[config.mk]
export PLATFORM = sky130hd
export DESIGN_NAME = alu_arbiter
export DESIGN_NICKNAME = d
export VERILOG_FILES = /design/src/rtl/alu_arbiter.sv
export SDC_FILE = /design/constraint.sdc
export NUM_CORES = 1
export LEC_CHECK = 0
export BUFFER_PORTS_ARGS = -buffer_cell sky130_fd_sc_hd__buf_2
export CAP_MARGIN = 20
export CORE_MARGIN = 5
export CORE_UTILIZATION = 40
export DETAILED_ROUTE_END_ITERATION = 7
export PLACE_DENSITY_LB_ADDON = 0.2
export SLEW_MARGIN = 25
export SYNTH_ARGS = -nofsm -noshare
export SYNTH_HDL_FRONTEND = slang
export SYNTH_SLANG_ARGS = --single-unit
[constraint.sdc]
create_clock -name clk -period 4.95 [get_ports clk]
set_input_delay 0 -clock clk [delete_from_list [all_inputs] [get_ports clk]]
set_output_delay 0 -clock clk [all_outputs]
set_load 0.005 [all_outputs]
[src/rtl/alu_arbiter.sv]
// Round-robin arbiter that shares one combinational ALU between the execute
// stage (requester 0) and the debug unit (requester 1), returning tagged results.
module alu_arbiter #(
  parameter int DATA_W = 32,
  parameter int OS_W   = 3,
  parameter int SH_W   = 6,
  parameter int CNT_W  = 16
) (
  input  logic              clk,
  input  logic              reset,
  input  logic [1:0]        req_valid,
  output logic [1:0]        req_ready,
  input  logic [DATA_W-1:0] req0_sr1,
  input  logic [DATA_W-1:0] req0_sr2,
  input  logic [OS_W-1:0]   req0_os,
  input  logic [SH_W-1:0]   req0_shift,
  input  logic [DATA_W-1:0] req1_sr1,
  input  logic [DATA_W-1:0] req1_sr2,
  input  logic [OS_W-1:0]   req1_os,
  input  logic [SH_W-1:0]   req1_shift,
  output logic [DATA_W-1:0] alu_sr1,
  output logic [DATA_W-1:0] alu_sr2,
  output logic [OS_W-1:0]   alu_os,
  output logic [SH_W-1:0]   alu_shift,
  input  logic [DATA_W-1:0] alu_rd,
  output logic              rsp_valid,
  input  logic              rsp_ready,
  output logic              rsp_id,
  output logic [DATA_W-1:0] rsp_rd,
  output logic              rsp_zero,
  output logic              rsp_err,
  output logic              busy,
  output logic [CNT_W-1:0]  op_count
);

  typedef enum logic [1:0] {
    ST_IDLE = 2'd0,
    ST_EXEC = 2'd1,
    ST_RESP = 2'd2
  } state_t;

  state_t            r_state;
  logic              r_last_grant;
  logic              r_id;
  logic [DATA_W-1:0] r_alu_sr1;
  logic [DATA_W-1:0] r_alu_sr2;
  logic [OS_W-1:0]   r_alu_os;
  logic [SH_W-1:0]   r_alu_shift;
  logic              r_rsp_valid;
  logic              r_rsp_id;
  logic [DATA_W-1:0] r_rsp_rd;
  logic              r_rsp_zero;
  logic              r_rsp_err;
  logic [CNT_W-1:0]  r_op_count;

  logic              w_gnt_valid;
  logic              w_gnt_id;
  logic              w_hs;

  always_comb begin
    // NOTE: every output of this block gets a default first, so no input
    // pattern leaves a value held over and no latch is inferred.
    w_gnt_valid = 1'b0;
    w_gnt_id    = 1'b0;
    case (req_valid)
      2'b01:   begin w_gnt_valid = 1'b1; w_gnt_id = 1'b0;          end
      2'b10:   begin w_gnt_valid = 1'b1; w_gnt_id = 1'b1;          end
      2'b11:   begin w_gnt_valid = 1'b1; w_gnt_id = ~r_last_grant; end
      default: ;
    endcase
  end

  // Ready is only offered while idle and out of reset, so a grant is never lost.
  assign req_ready = (r_state == ST_IDLE && !reset && w_gnt_valid)
                   ? (w_gnt_id ? 2'b10 : 2'b01) : 2'b00;
  assign w_hs      = |(req_valid & req_ready);

  // NOTE: sequential state uses non-blocking assignments so every register
  // samples pre-edge values, independent of statement order.
  always_ff @(posedge clk or posedge reset) begin
    if (reset) begin
      r_state      <= ST_IDLE;
      r_last_grant <= 1'b1;
      r_id         <= 1'b0;
      r_alu_sr1    <= '0;
      r_alu_sr2    <= '0;
      r_alu_os     <= '0;
      r_alu_shift  <= '0;
      r_rsp_valid  <= 1'b0;
      r_rsp_id     <= 1'b0;
      r_rsp_rd     <= '0;
      r_rsp_zero   <= 1'b0;
      r_rsp_err    <= 1'b0;
      r_op_count   <= '0;
    end else begin
      case (r_state)
        ST_IDLE: begin
          if (w_hs) begin
            r_alu_sr1    <= w_gnt_id ? req1_sr1   : req0_sr1;
            r_alu_sr2    <= w_gnt_id ? req1_sr2   : req0_sr2;
            r_alu_os     <= w_gnt_id ? req1_os    : req0_os;
            r_alu_shift  <= w_gnt_id ? req1_shift : req0_shift;
            r_id         <= w_gnt_id;
            r_last_grant <= w_gnt_id;
            r_state      <= ST_EXEC;
          end
        end
        ST_EXEC: begin
          r_rsp_rd    <= alu_rd;
          r_rsp_zero  <= (alu_rd == '0);
          r_rsp_err   <= (r_alu_os == {OS_W{1'b1}});
          r_rsp_id    <= r_id;
          r_rsp_valid <= 1'b1;
          r_state     <= ST_RESP;
        end
        ST_RESP: begin
          if (rsp_ready) begin
            r_rsp_valid <= 1'b0;
            r_op_count  <= r_op_count + 1'b1;
            r_state     <= ST_IDLE;
          end
        end
        default: r_state <= ST_IDLE;
      endcase
    end
  end

  assign alu_sr1   = r_alu_sr1;
  assign alu_sr2   = r_alu_sr2;
  assign alu_os    = r_alu_os;
  assign alu_shift = r_alu_shift;
  assign rsp_valid = r_rsp_valid;
  assign rsp_id    = r_rsp_id;
  assign rsp_rd    = r_rsp_rd;
  assign rsp_zero  = r_rsp_zero;
  assign rsp_err   = r_rsp_err;
  assign busy      = (r_state != ST_IDLE);
  assign op_count  = r_op_count;

endmodule

==> impl_metrics.toml <==
[critical_path]
critPathMaxFanout = 54
worstPathArrival_ns = 3.25
start_kind = "register"
reg2reg_depth = 6
r2r_setup_slack_ns = 2.04
timing.rr.start = "r_state[1]"
endpoint = "alu_sr1[27]"
critPathLaunch = "r_state[1]"
rr_endpoint = "alu_sr1[27]"
cp-end-kind = "register"
crit_required_ns = 5.30
critPathKind = "reg -> reg"

[power_and_ir_drop]
ir_drop_uv = 270
p_leak_nw = 5.35
total_power_w = 0.00499
power_density_mw_per_mm2 = 525

[timing]
max_slew_margin_pct = 43.1
finalCritPeriodShare_pct = 58.7
hold_viol_final = 0
worst_slew_pin_slew_ns = 0.853
rsz0062_at_grt = "false"
fin_tns_setup_ns = 0
finalSetupViolations = 0
finClkSkew_ns = 0.00539
slew_violations = 0
fin_crit_ns = 2.91
max_freq_mhz = 344

[run_status]
status = "complete, no violations"

[min_path]
hold_class = "in -> reg"

[clock_network]
cts_tree = "yes"
clk_pin_slew_worst_paths_ns = 0.06
cts-root-buf = "clkbuf_16"
h-tree-depth = 4
post-cts-setup-buffer-count = 0
cts_buffers = 17
clk_path_buf_depth = 2
clock-sinks = 129
clock_latency_ns = 0.41

[floorplanning]
rows = 42
start_util_pct = 41.0
die_x_um = 127
die-area_mm2 = 0.0161
io_pins = 311
die_h_um = 127
coreArea_mm2 = 0.0133

[synthesis]
ys_seq_elements = 129
synth-main-ff-cell = "dfrtp_1"
netlist_instances = 485
syn-num-nets = 669
yosysWarnings = 0
yosys.cell_count.top_type = "dfrtp_1"
synth_top_area_share_pct = 58.5
ys_seq_area_share_pct = 59.0
syn_avg_cell_area_um2 = 11.3
synth_area_leaders = "dfrtp_1 (59%), a22o_1 (12%), a21o_1 (10%)"
synth_area_mm2 = 0.00547
synthArstFlopShare_pct = 100
yosys-top-cells-count = "dfrtp_1 (128), nand2_1 (109), a21o_1 (75)"
synth_edf_count = 0
synth.largest_area_cell = "dfrtp_1"
ys_types = 30

[routing]
wl_per_cell_um = 18.2
routed_wl_um = 21000
drt-vias-per-instance = 5.17
drtAntennaViolNets = 0
dr.pass1.iters = 4
drc = 0
drtIter0Drc = 398
vias = 5971

[final_layout]
synthToLayoutAreaGrowth_pct = 73.8
fin_nets = 1150
drive_above_1_share_pct = 36.4
fillers = 961
multiInputGateArea_mm2 = 0.00206
layout.area.seq_mm2 = 0.00323
utilization_pct = 71.3
n_antenna_cell = 0
final_area_mm2 = 0.00951

[place]
placed_cell_area_mm2 = 0.00715
numPortBuffers = 310
place.gp.congestion = 0.880
hpwl_um = 12800

[grt]
grt-ovfl-total = 0
grt_max_degree = 96
grt_pass1_wl_um = 33400
antenna_found_initial = 0
grt_usage_pct = 26.1
grt_pass1_vias = 6603

[flow_run]
cap_violations = 0
==> worst max-delay path, cell delays in order, from the launching register on <==
cell           delay (ns)
dfrtp_1              0.45
nor3_2               0.29
and3_2               0.55
buf_4                0.58
a22o_1               0.25
a21o_1               0.11
dlygate4sd3_1        0.55
==> layout make-up <==
type	instances	area share, %
Inverter	4	0.210
Timing Repair Buffer	496	35.9
Clock buffer	20	4.70
Multi-Input combinational cell	318	21.7
Clock inverter	12	1.22
Sequential cell	129	34.0
Tap cell	176	2.32
==> worst min path at each step <==
stage / slack [ns] / end / start / cells after the start
2_1_floorplan: 0.11 / rsp_rd[0] / alu_rd[0] / 2
3_3_place_gp: 0.20 / alu_os[0] / req0_os[0] / 2
3_5_place_dp: 0.20 / alu_sr2[28] / req0_sr2[28] / 2
4_1_cts: 0.29 / r_last_grant / req_valid[1] / 3
5_1_grt: 0.34 / r_last_grant / req_valid[1] / 3
6_report: 0.30 / r_state[0] / req_valid[0] / 4
==> kinds of logic after synthesis <==
group / Yosys count / synth area share (%)
compound gates: 155 / 22.7
buf+inv: 38 / 3.70
fa+ha+maj: 1 / 0.229
simple gates: 147 / 11.9
flops: 129 / 59.0
xor+xnor: 15 / 2.40
==> report_power, final <==
| group | switching, W | internal, W | leakage, nW |
|---|---|---|---|
| Clock | 0.000452 | 0.000746 | 0.283 |
| Sequential | 0.000278 | 0.00151 | 1.61 |
| Combinational | 0.000802 | 0.00120 | 3.46 |
| Total | 0.00153 | 0.00346 | 5.35 |
==> placed cells by master, fill, tap and decap left out, types with 9 or more instances in the layout <==
| cell | instances |
|---|---|
| buf_2 | 310 |
| dlygate4sd3_1 | 180 |
| dfrtp_1 | 128 |
| nand2_1 | 109 |
| a21o_1 | 75 |
| a22o_1 | 73 |
| clkbuf_16 | 17 |
| xnor2_1 | 12 |
| nand3_1 | 9 |
==> state kept, by name (all words and copies together) (netlist names) <==
register,cells
alu_os,3
alu_shift,6
alu_sr1,32
alu_sr2,32
op_count,16
r_id,1
r_last_grant,1
r_state,2
rsp_err,1
rsp_id,1
rsp_rd,32
rsp_valid,1
rsp_zero,1
==> timing repair <==
| item | in CTS | in global routing |
|---|---|---|
| endpoints found under the setup margin | 0 | 0 |
| gates resized for setup | 0 | 0 |
| hold buffers | 180 | 0 |
| hold endpoints to repair | 201 | 0 |
==> per-stage QoR <==
step	std cells	setup slack (ns)	hold slack, ns
finish	1155	2.04	0.297
detailed placement	943	2.70	0.203
floorplan	485	1.51	0.105
global placement	942	2.50	0.200
CTS	1155	2.15	0.294
global route	1155	1.90	0.340
==> layer usage <==
metal	wire length, um	vias up	GRT usage [%]
li1	-	2677	-
met1	7630	2899	27.8
met2	11000	311	47.0
met3	1410	84	6.68
met4	1000	0	14.1
met5	0	-	0
Note: power is estimated with default switching activity, not from simulation.
